==> config.mk <==
export PLATFORM = sky130hd
export DESIGN_NAME = truth_table_sequencer
export DESIGN_NICKNAME = d
export VERILOG_FILES = /design/src/rtl/truth_table_sequencer.sv
export SDC_FILE = /design/constraint.sdc
export NUM_CORES = 1
export LEC_CHECK = 0
export ABC_CLOCK_PERIOD_IN_PS = 2100
export BUFFER_PORTS_ARGS = -buffer_cell sky130_fd_sc_hd__buf_2
export CORE_MARGIN = 2
export CORE_UTILIZATION = 55
export CTS_CLUSTER_DIAMETER = 60
export DETAILED_ROUTE_END_ITERATION = 10
export PLACE_DENSITY_LB_ADDON = 0.12
export SYNTH_ARGS = -nofsm -noshare
export SYNTH_HDL_FRONTEND = slang
export SYNTH_SLANG_ARGS = --single-unit
==> constraint.sdc <==
create_clock -name clk -period 2.1 [get_ports clk]
set_input_delay 0.42 -clock clk [delete_from_list [all_inputs] [get_ports clk]]
set_output_delay 0.42 -clock clk [all_outputs]
set_load 0.01 [all_outputs]
==> src/rtl/truth_table_sequencer.sv <==
// truth_table_sequencer
// Sweeps all eight input combinations of a 3-input gate under test and
// compares each response against the expected NAND value.
// Each vector is held for SETTLE_CYCLES settling cycles and is then sampled
// for one cycle.
// The sweep's verdict is reported with a one-cycle done pulse.
//
// Ports:
//   clk        system clock, all state updates on the rising edge
//   rst_n      asynchronous active-low reset
//   start      request one full sweep; only accepted while idle
//   y_in       response of the gate under test
//   abc_out    vector driven to the gate (bit2=a, bit1=b, bit0=c)
//   busy       high while a sweep is in progress
//   done       one-cycle pulse at sweep completion
//   pass       last completed sweep had no mismatches
//   err_count  number of mismatching vectors in the last sweep (0..8)
//   fail_vec   bit i set when vector i mismatched in the last sweep
module truth_table_sequencer #(
  parameter int SETTLE_CYCLES = 4
) (
  input  logic       clk,
  input  logic       rst_n,
  input  logic       start,
  input  logic       y_in,
  output logic [2:0] abc_out,
  output logic       busy,
  output logic       done,
  output logic       pass,
  output logic [3:0] err_count,
  output logic [7:0] fail_vec
);

  typedef enum logic [1:0] {
    IDLE,
    SETTLE,
    SAMPLE,
    FINISH
  } state_t;

  // With no settling time a new vector goes straight to sampling, so the
  // settle state is never entered.
  localparam bit         SKIP_SETTLE  = (SETTLE_CYCLES == 0);
  localparam logic [7:0] SETTLE_LAST  = SKIP_SETTLE ? 8'd0 : 8'(SETTLE_CYCLES - 1);
  localparam state_t     VECTOR_ENTRY = SKIP_SETTLE ? SAMPLE : SETTLE;

  state_t     state_q, state_d;
  logic [7:0] settle_cnt_q, settle_cnt_d;
  logic [2:0] abc_d;
  logic       busy_d;
  logic       done_d;
  logic       pass_d;
  logic [3:0] err_d;
  logic [7:0] fail_d;
  logic       mismatch;

  // All outputs are flops.
  // This block computes their next values together with the next state.
  // As a result, y_in and start only ever reach an output through a register.
  always_comb begin
    state_d      = state_q;
    settle_cnt_d = settle_cnt_q;
    abc_d        = abc_out;
    busy_d       = busy;
    done_d       = 1'b0;
    pass_d       = pass;
    err_d        = err_count;
    fail_d       = fail_vec;
    mismatch     = 1'b0;

    case (state_q)
      IDLE: begin
        abc_d  = 3'd0;
        busy_d = 1'b0;
        if (start) begin
          state_d      = VECTOR_ENTRY;
          busy_d       = 1'b1;
          pass_d       = 1'b0;
          err_d        = 4'd0;
          fail_d       = 8'd0;
          settle_cnt_d = 8'd0;
        end
      end

      SETTLE: begin
        if (settle_cnt_q == SETTLE_LAST) begin
          state_d      = SAMPLE;
          settle_cnt_d = 8'd0;
        end else begin
          settle_cnt_d = settle_cnt_q + 8'd1;
        end
      end

      SAMPLE: begin
        // The gate under test should behave as a 3-input NAND.
        mismatch = (y_in != ~&abc_out);
        if (mismatch) begin
          fail_d[abc_out] = 1'b1;
          if (err_count != 4'd8) begin
            err_d = err_count + 4'd1;
          end
        end
        if (abc_out == 3'd7) begin
          state_d = FINISH;
          abc_d   = 3'd0;
          busy_d  = 1'b0;
        end else begin
          state_d      = VECTOR_ENTRY;
          abc_d        = abc_out + 3'd1;
          settle_cnt_d = 8'd0;
        end
      end

      FINISH: begin
        // err_count already includes the last vector's result here.
        done_d  = 1'b1;
        pass_d  = (err_count == 4'd0);
        abc_d   = 3'd0;
        busy_d  = 1'b0;
        state_d = IDLE;
      end

      default: begin
        state_d = IDLE;
      end
    endcase
  end

  // The state register and every registered output.
  // Reset clears everything immediately.
  // This includes the last sweep's verdict and any sweep in flight.
  always_ff @(posedge clk or negedge rst_n) begin
    if (!rst_n) begin
      state_q      <= IDLE;
      settle_cnt_q <= 8'd0;
      abc_out      <= 3'd0;
      busy         <= 1'b0;
      done         <= 1'b0;
      pass         <= 1'b0;
      err_count    <= 4'd0;
      fail_vec     <= 8'd0;
    end else begin
      state_q      <= state_d;
      settle_cnt_q <= settle_cnt_d;
      abc_out      <= abc_d;
      busy         <= busy_d;
      done         <= done_d;
      pass         <= pass_d;
      err_count    <= err_d;
      fail_vec     <= fail_d;
    end
  end

endmodule

; ---- Word level (Yosys, flattened, before mapping)
; Cells that the tools add are included.
[word_totals]
out_inout_bits = 18
input_bits = 4
register_bits = 28
wordCells = 68
[classes]
bitwise_logic = 1
n_eq_ne = 13
add_sub_neg = 3
order_cmp = 2
reduce_logical = 17
muxes = 24
[ops]
columns = cell, count
row1 = 8-bit two-way mux, 4
row2 = 8-bit one-hot mux with 3 select lines, 1
row3 = 8-bit one-hot mux with 2 select lines, 1
row4 = 4-bit two-way mux, 3
row5 = "2-bit != test, second input constant", 6
row6 = 3-bit AND reduction, 3
row7 = "8-bit by 1-bit adder with 8-bit output, second input constant", 1
row8 = "8-bit by 2-bit equality test with 1-bit output, second input constant", 1
row9 = 8-bit OR, 1
row10 = 2-bit one-hot mux with 4 select lines, 1
row11 = 4-bit one-hot mux with 2 select lines, 1
row12 = 2-bit two-way mux, 3
row13 = 3-bit one-hot mux with 2 select lines, 1
row14 = 2-bit AND reduction, 3
row15 = 2-bit nonzero test, 3
row16 = 3-bit nonzero test, 2
row17 = 1-bit two-way mux, 5
row18 = "4-bit by 1-bit adder with 4-bit output, second input constant", 1
row19 = "2-bit equality test, second input constant", 2
row20 = 4-bit logical NOT, 1
row21 = "3-bit by 4-bit less-than comparator with 1-bit output, second input constant", 1
row22 = "4-bit != test, second input constant", 1
row23 = 4-bit AND reduction, 1
row24 = "3-bit by 1-bit adder with 3-bit output, second input constant", 1
row25 = other kinds (12), 12

; ---- Depth between registers and ports, before layout
; Gate-level depths: netlist (run 1).
[logic_depth]
ltp_word = 7
mapped_depth = 6
depth_no_buf = 6

; ---- Worst setup path after synthesis (run 1)
; OpenSTA, ideal clock, no wires.
[synth_timing]
kind = reg-to-reg
start = register abc_out[0]
end = register err_count[0]
slack_ns = 0.187
stages_incl_launch_ff = 7
path_buffers = 0
t_required_ns = 1.980
period_less_slack_ns = 1.913
t_arrival_ns = 1.793
setup_time_ns = 0.120
path_cell_list = dfrtp_1 -> ha_1 -> ha_1 -> xor2_1 -> a211oi_1 -> a21oi_1 -> a31o_2
[synth_between]
elab_chain_cells = 5
[synth_lines]
columns = item, line_no
row1 = start: declaration, 26  ; output logic [2:0] abc_out,
row2 = start signal: assignment, 136  ; abc_out <= 3'd0;
row3 = start signal: assignment, 145  ; abc_out <= abc_d;
row4 = 3-bit AND reduction, 96  ; mismatch = (y_in != ~&abc_out);
row5 = 1-bit logical NOT, 96
row6 = 1-bit != test, 96
row7 = 2-bit != test (no line), -
row8 = 4-bit AND reduction (no line), -
row9 = end signal: assignment, 149  ; err_count <= err_d;
row10 = end: declaration, 30  ; output logic [3:0] err_count,
; Every way passes these cells.
; A chain may end at the register's enable or synchronous reset.

; ---- Worst setup path in the final report (run 1)
[layout_timing]
start = register settle_cnt_q[3]
end = register state_q[1]
[layout_between]
elab_chain_cells = 3
[layout_lines]
columns = item, line_no
row1 = start: declaration, 48  ; logic [7:0] settle_cnt_q, settle_cnt_d;
row2 = start signal: assignment, 144  ; settle_cnt_q <= settle_cnt_d;
row3 = 8-bit by 2-bit equality test with 1-bit output, 86  ; if (settle_cnt_q == SETTLE_LAST) begin
row4 = 2-bit != test (no line), -
row5 = 2-bit AND reduction (no line), -
row6 = end signal: assignment, 143  ; state_q <= state_d;
row7 = end: declaration, 47  ; state_t state_q, state_d;
; Every way passes these cells.

==> flow_summary.ini, run 1 <==
[status]
status = completed

[finish]
multiInputGateArea_um2 = 788
n_antenna_cell = 0
synthToLayoutAreaGrowth_pct = 15.3
nets = 186
layout_commonest_cell = dfrtp_1
mostFrequentLayoutCells = 27 x dfrtp_1, 21 x buf_2, 14 x nand2_1, 11 x o21ai_0, 10 x ha_1
post-route-util_pct = 65.2
drive_gt1_share_pct = 25.1
n_fill_cell = 222
ff_latch_area_um2 = 702
fin_area_um2 = 1750

[critical_path]
cp.buffers_inverters = 1
reg2reg_depth = 5
cp-start-kind = flop
crit_arrival_ps = 2230
crit_path_top_delay_cell = dfrtp_1
crit_chain = or3_4, o41ai_4, buf_4, a31oi_1, a41oi_2
crit_required_ps = 2360
path_class = reg2reg
max_stage_delay_ps = 500
path_max_fanout = 8
cp_top_family = compound AO/OA/AOI/OAI gates
cp_num_cells = 5
end_kind = flop

[route]
drt_iter0_markers = 40
post-route-drc-count = 0
vias = 1207
top_layer = met4
viasPerCell = 5.98
ant_nets = 0
wl_per_cell_um = 14.8
drt-total-wl_mm = 2.99
first_pass_iters = 4
route.met3.wl_um = 102
route.met2.wl_mm = 1.46
wl_met1_mm = 1.39

[timing]
rsz0062_at_grt = true
slew_headroom_pct = 59.5
tightest_slew_ps = 607
timing.hold.ws_ps = 67.8
setup_slack_ps = 130
setup_violations = 0
fmaxAchievable_mhz = 508
drv_slew = 0
finalCriticalPeriod_ps = 1970
clock_skew_ps = 7.63
fin_crit_sh_pct = 93.8
hold_viol_final = 0

[clock_tree]
clkSlewWorstSetupHoldPaths_ps = 160
cts_buffer_depth = 2
numCtsBuffers = 3
clock_tree.root_cell = clkbuf_4
clock_sinks = 28
postCtsHoldBufs = 0
cts_tree = done
post_cts_buffers = 0
htree_levels = 1
clkLatencyLatePin_ps = 330

[grt]
antenna_found_initial = 0
first_global_vias = 1147
grt_usage_pct = 20.0
grt_pass1_wl_mm = 5.09
grt_max_degree = 29
gr-total-overflow = 0

[pwr]
intPower_mw = 1.47
power_frac_comb_pct = 51.0
switching_share_pct = 40.1
power_mw = 2.45
power_frac_seq_pct = 34.4
p_switching_mw = 0.983
p_clk_share_pct = 14.5
pwr_density_cell_nw_per_um2 = 1400
p_leak_nw = 0.880
ir_worst_vdd_mv = 1.07

[floorplan]
die_h_um = 56.5
die_area_um2 = 3200
coreArea_um2 = 2690
die_x_um = 56.5
start_util_pct = 56.5
core.rowCount = 19
ioPinCount = 22

[placed_design]
place_ws_ps = 116
globalplace.congestion = 0.822
port_buffers = 21
dpl-instance-area_um2 = 1690
dp_hpwl_mm = 2.22

[logic_synthesis]
synth_edf_count = 0
ys_seq_elements = 28
synth_nets = 157
synth_top_area_share_pct = 46.2
netlist_area_um2 = 1520
ys.flop_type = dfrtp_1
async_reset_ff_share_pct = 100
synth_warnings = 0
synth_cell_types = 43
synth_area_leaders = dfrtp_1 46%, ha_1 8.2%, a22o_1 4.6%, o21ai_0 3.6%, nand2_1 3.5%
netlist_instances = 143
synth_seq_area_share_pct = 46.2
synth_top_area_cell = dfrtp_1
postSynthAreaPerCell_um2 = 10.6

[run]
maxCapViolCount = 0

[hold_path]
hold_path_class = in2async
-- state kept, by name, indices dropped and copies added (netlist names) --
name / cells
done: 1
fail_vec: 8
busy: 1
settle_cnt_q: 8
abc_out: 3
err_count: 4
state_q: 2
pass: 1
-- power by group through the flow --
stage / clock [mW] / combinational [mW] / sequential, mW
finish: 0.356 / 1.25 / 0.844
global route: 0.377 / 1.38 / 0.868
CTS: 0.363 / 1.25 / 0.843
detailed placement: 0 / 1.24 / 0.855
global placement: 0 / 1.20 / 0.842
floorplan: 0 / 0.791 / 0.900
-- synthesized netlist by cell type, types with 2 or more instances --
cell and instances:
a21oi_1 5, nand3_1 6, a22o_1 8, and3_1 2, a21o_1 3, clkbuf_1 2, nor4b_1 2, a31o_2 2
nor2_1 5, o21ai_0 11, inv_1 5, nor2b_1 2, and2_1 2, nand2b_1 3, nand3b_1 2, or2b_2 2
a2bb2oi_1 2, and3b_1 3, nor3b_1 3, dfrtp_1 28, ha_1 10, nand2_1 14
-- worst paths after layout --
| path | startpoint | slack, ps | endpoint |
|---|---|---|---|
| max | settle_cnt_q[3] | 130 | state_q[1] |
| max in group asynchronous | rst_n | 1610 | abc_out[1] |
| min in group clk | start | 410 | busy |
| min reg2reg | fail_vec[2] | 520 | fail_vec[2] |
| min | rst_n | 70 | fail_vec[3] |
| max reg2reg | settle_cnt_q[3] | 130 | state_q[1] |
-- cell type report --
class	instances	share of cell area, %
clock inverter	1	1.72
sequential	28	40.1
timing repair buffer	27	8.58
tap	31	2.22
multi-input combinational	107	45.0
clock buffer	3	1.29
inverter	5	1.07
-- metrics by stage --
step | std cells | setup TNS [ps]
global placement | 198 | 0
global route | 202 | -12.8
detailed placement | 198 | 0
floorplan | 143 | 0
finish | 202 | 0
CTS | 202 | 0
-- kinds of logic (layout without fill, tap and decap cells) --
logic type                 Yosys count  after routing  synth area share (%)
xor gates and xnor gates             1              1                 0.577
buffers and inverters                8             36                  2.47
DFF                                 28             28                  46.2
and+or+nand+nor                     54             54                  21.2
AOI/OAI and AO/OA                   42             42                  21.4
adders and majority gates           10             10                  8.24
-- repair_timing --
action | in CTS | in global routing
gates resized for setup | 0 | 2
setup endpoints to repair | 0 | 10
endpoints found under the hold margin | 0 | 0
-- routing by layer --
metal	track usage (%)	up-vias
met1	27.2	590
met4	5.44	0
met3	2.07	4
met2	34.1	25
met5	0	-
li1	-	588
Power figures use the tool's default switching activity.
==> inputs of run 2 (changes only) <==
PLACE_DENSITY = 0.8   (was not set)
PLACE_DENSITY_LB_ADDON = not set   (was 0.12)
REMOVE_ABC_BUFFERS = 1   (was not set)
==> run 2 against run 1 <==
Global-route usage shrank 0.058 points. Largest cell class unchanged. Fmax rose by 1.2%. Combinational power hardly changed. Core utilization decreased by 0.98 points. Power down 4.4%. Critical path depth grew 1. First-iteration DRC count shrank 20%. Sequential power decreased by 0.6%. Sequential share of layout area increased by 0.54 points. Register-to-register slack improved by 20 ps. Highest routed layer unchanged.
==> flow_summary.ini, run 2 (synthesized netlist as in run 1, its figures left out) <==
[grt]
met2_usage_pct = 31.9
gr-total-overflow = 0
grt_pass1_wl_mm = 5.10
grtUsageMet3_pct = 2.76
grt_max_degree = 29
first_global_vias = 1096
grt-busiest-layer = met2
antenna_found_initial = 0
grt_usage_pct = 20.0
grt.met1_usage_pct = 28.2

[critical_path]
crit_path_top_delay_cell = or4_2
crit_chain = ha_1, or2b_2, o41ai_4, buf_4, or4_2, nand3_1
cp-start-kind = flop
path_max_fanout = 12
path_class = reg2reg
crit_arrival_ps = 2220
end_kind = flop
cp_top_family = simple AND/OR/NAND/NOR gates
max_stage_delay_ps = 640
crit_required_ps = 2370
cp.buffers_inverters = 1

[floorplan]
die_area_um2 = 3200
coreArea_um2 = 2690
die_x_um = 56.5
start_util_pct = 56.5
core.rowCount = 19
die_h_um = 56.5
ioPinCount = 22

[timing]
timing.hold.ws_ps = 75.0
rsz0062_at_grt = false
tightest_slew_ps = 599
clock_skew_ps = 2.33
setup_violations = 0
fin_crit_sh_pct = 92.7
fmaxAchievable_mhz = 513
drv_slew = 0
setup_tns_ps = 0
finalCriticalPeriod_ps = 1950
hold_viol_final = 0
slew_headroom_pct = 60.1

[hold_path]
hold_path_class = in2async

[placed_design]
port_buffers = 21
dp_hpwl_mm = 2.25
globalplace.congestion = 0.794

[clock_tree]
clkLatencyLatePin_ps = 320
htree_levels = 1
clkSlewWorstSetupHoldPaths_ps = 150
clock_tree.root_cell = clkbuf_4
postCtsHoldBufs = 0
post_cts_buffers = 0
cts_tree = done
cts_buffer_depth = 2
ctsResizeCount = 0
clock_sinks = 28
numCtsBuffers = 3

[finish]
layout_commonest_cell = dfrtp_1
mostFrequentLayoutCells = 28 x dfrtp_1, 21 x buf_2, 14 x nand2_1, 11 x o21ai_0, 10 x ha_1
synthToLayoutAreaGrowth_pct = 13.6
n_fill_cell = 234
multiInputGateArea_um2 = 779
nets = 186
drive_gt1_share_pct = 24.6
ff_latch_area_um2 = 701
n_antenna_cell = 0
top_regs = fail_vec: 8 flops, settle_cnt_q: 8 flops, err_count: 4 flops

[status]
status = completed

[route]
post-route-drc-count = 0
viasPerCell = 6.01
vias = 1215
ant_nets = 0
wl_per_cell_um = 14.7
drt-total-wl_mm = 2.97
first_pass_iters = 4
drt_iter0_markers = 32

[pwr]
power_frac_seq_pct = 35.8
p_clk_share_pct = 11.2
pwr_density_cell_nw_per_um2 = 1360
switching_share_pct = 41.4
ir_worst_vdd_mv = 0.961
p_switching_mw = 0.972
power_frac_comb_pct = 53.1
p_leak_nw = 0.873
intPower_mw = 1.37

[run]
maxCapViolCount = 0
[run 2: worst paths after layout]
check,from,endpoint,slack [ps],depth (start not counted)
setup reg to reg,settle_cnt_q[0],settle_cnt_q[3],150,6
hold / removal,rst_n,state_q[1],80,1
min in group clk,start,busy,430,3
max in group asynchronous,rst_n,abc_out[1],1640,1
setup / recovery,settle_cnt_q[0],settle_cnt_q[3],150,6
hold reg to reg,fail_vec[6],fail_vec[6],520,1
[run 2: area by class of cell]
type / count / area share (%)
tap: 31 / 2.25
sequential: 28 / 40.6
inverter: 5 / 1.09
clock buffer: 4 / 2.10
timing repair buffer: 27 / 8.71
multi-input combinational: 107 / 45.2
[run 2: metal layers]
metal	part of all wire [%]	vias up
met5	0	-
met4	0.91	0
met3	3.5	4
met2	48	26
met1	48	594
li1	-	591
[run 2: metrics by stage]
step / utilization [%] / setup WS [ps] / area, um2 / std cells / total power, mW
2_1_floorplan: - / 187 / 1500 / 140 / 1.66
3_3_place_gp: 62.8 / 224 / 1690 / 198 / 2.03
3_5_place_dp: 62.8 / 186 / 1690 / 198 / 2.09
4_1_cts: 64.2 / 152 / 1720 / 202 / 2.36
5_1_grt: 64.2 / 36.7 / 1720 / 202 / 2.53
6_report: 64.2 / 153 / 1720 / 202 / 2.35
[run 2: power by group through the flow]
stage               clock [mW]  combinational (mW)  sequential [mW]
floorplan                    0               0.762            0.900
global placement             0                1.20            0.836
detailed placement           0                1.24            0.851
CTS                      0.273                1.25            0.839
global route             0.285                1.38            0.863
finish                   0.262                1.24            0.839
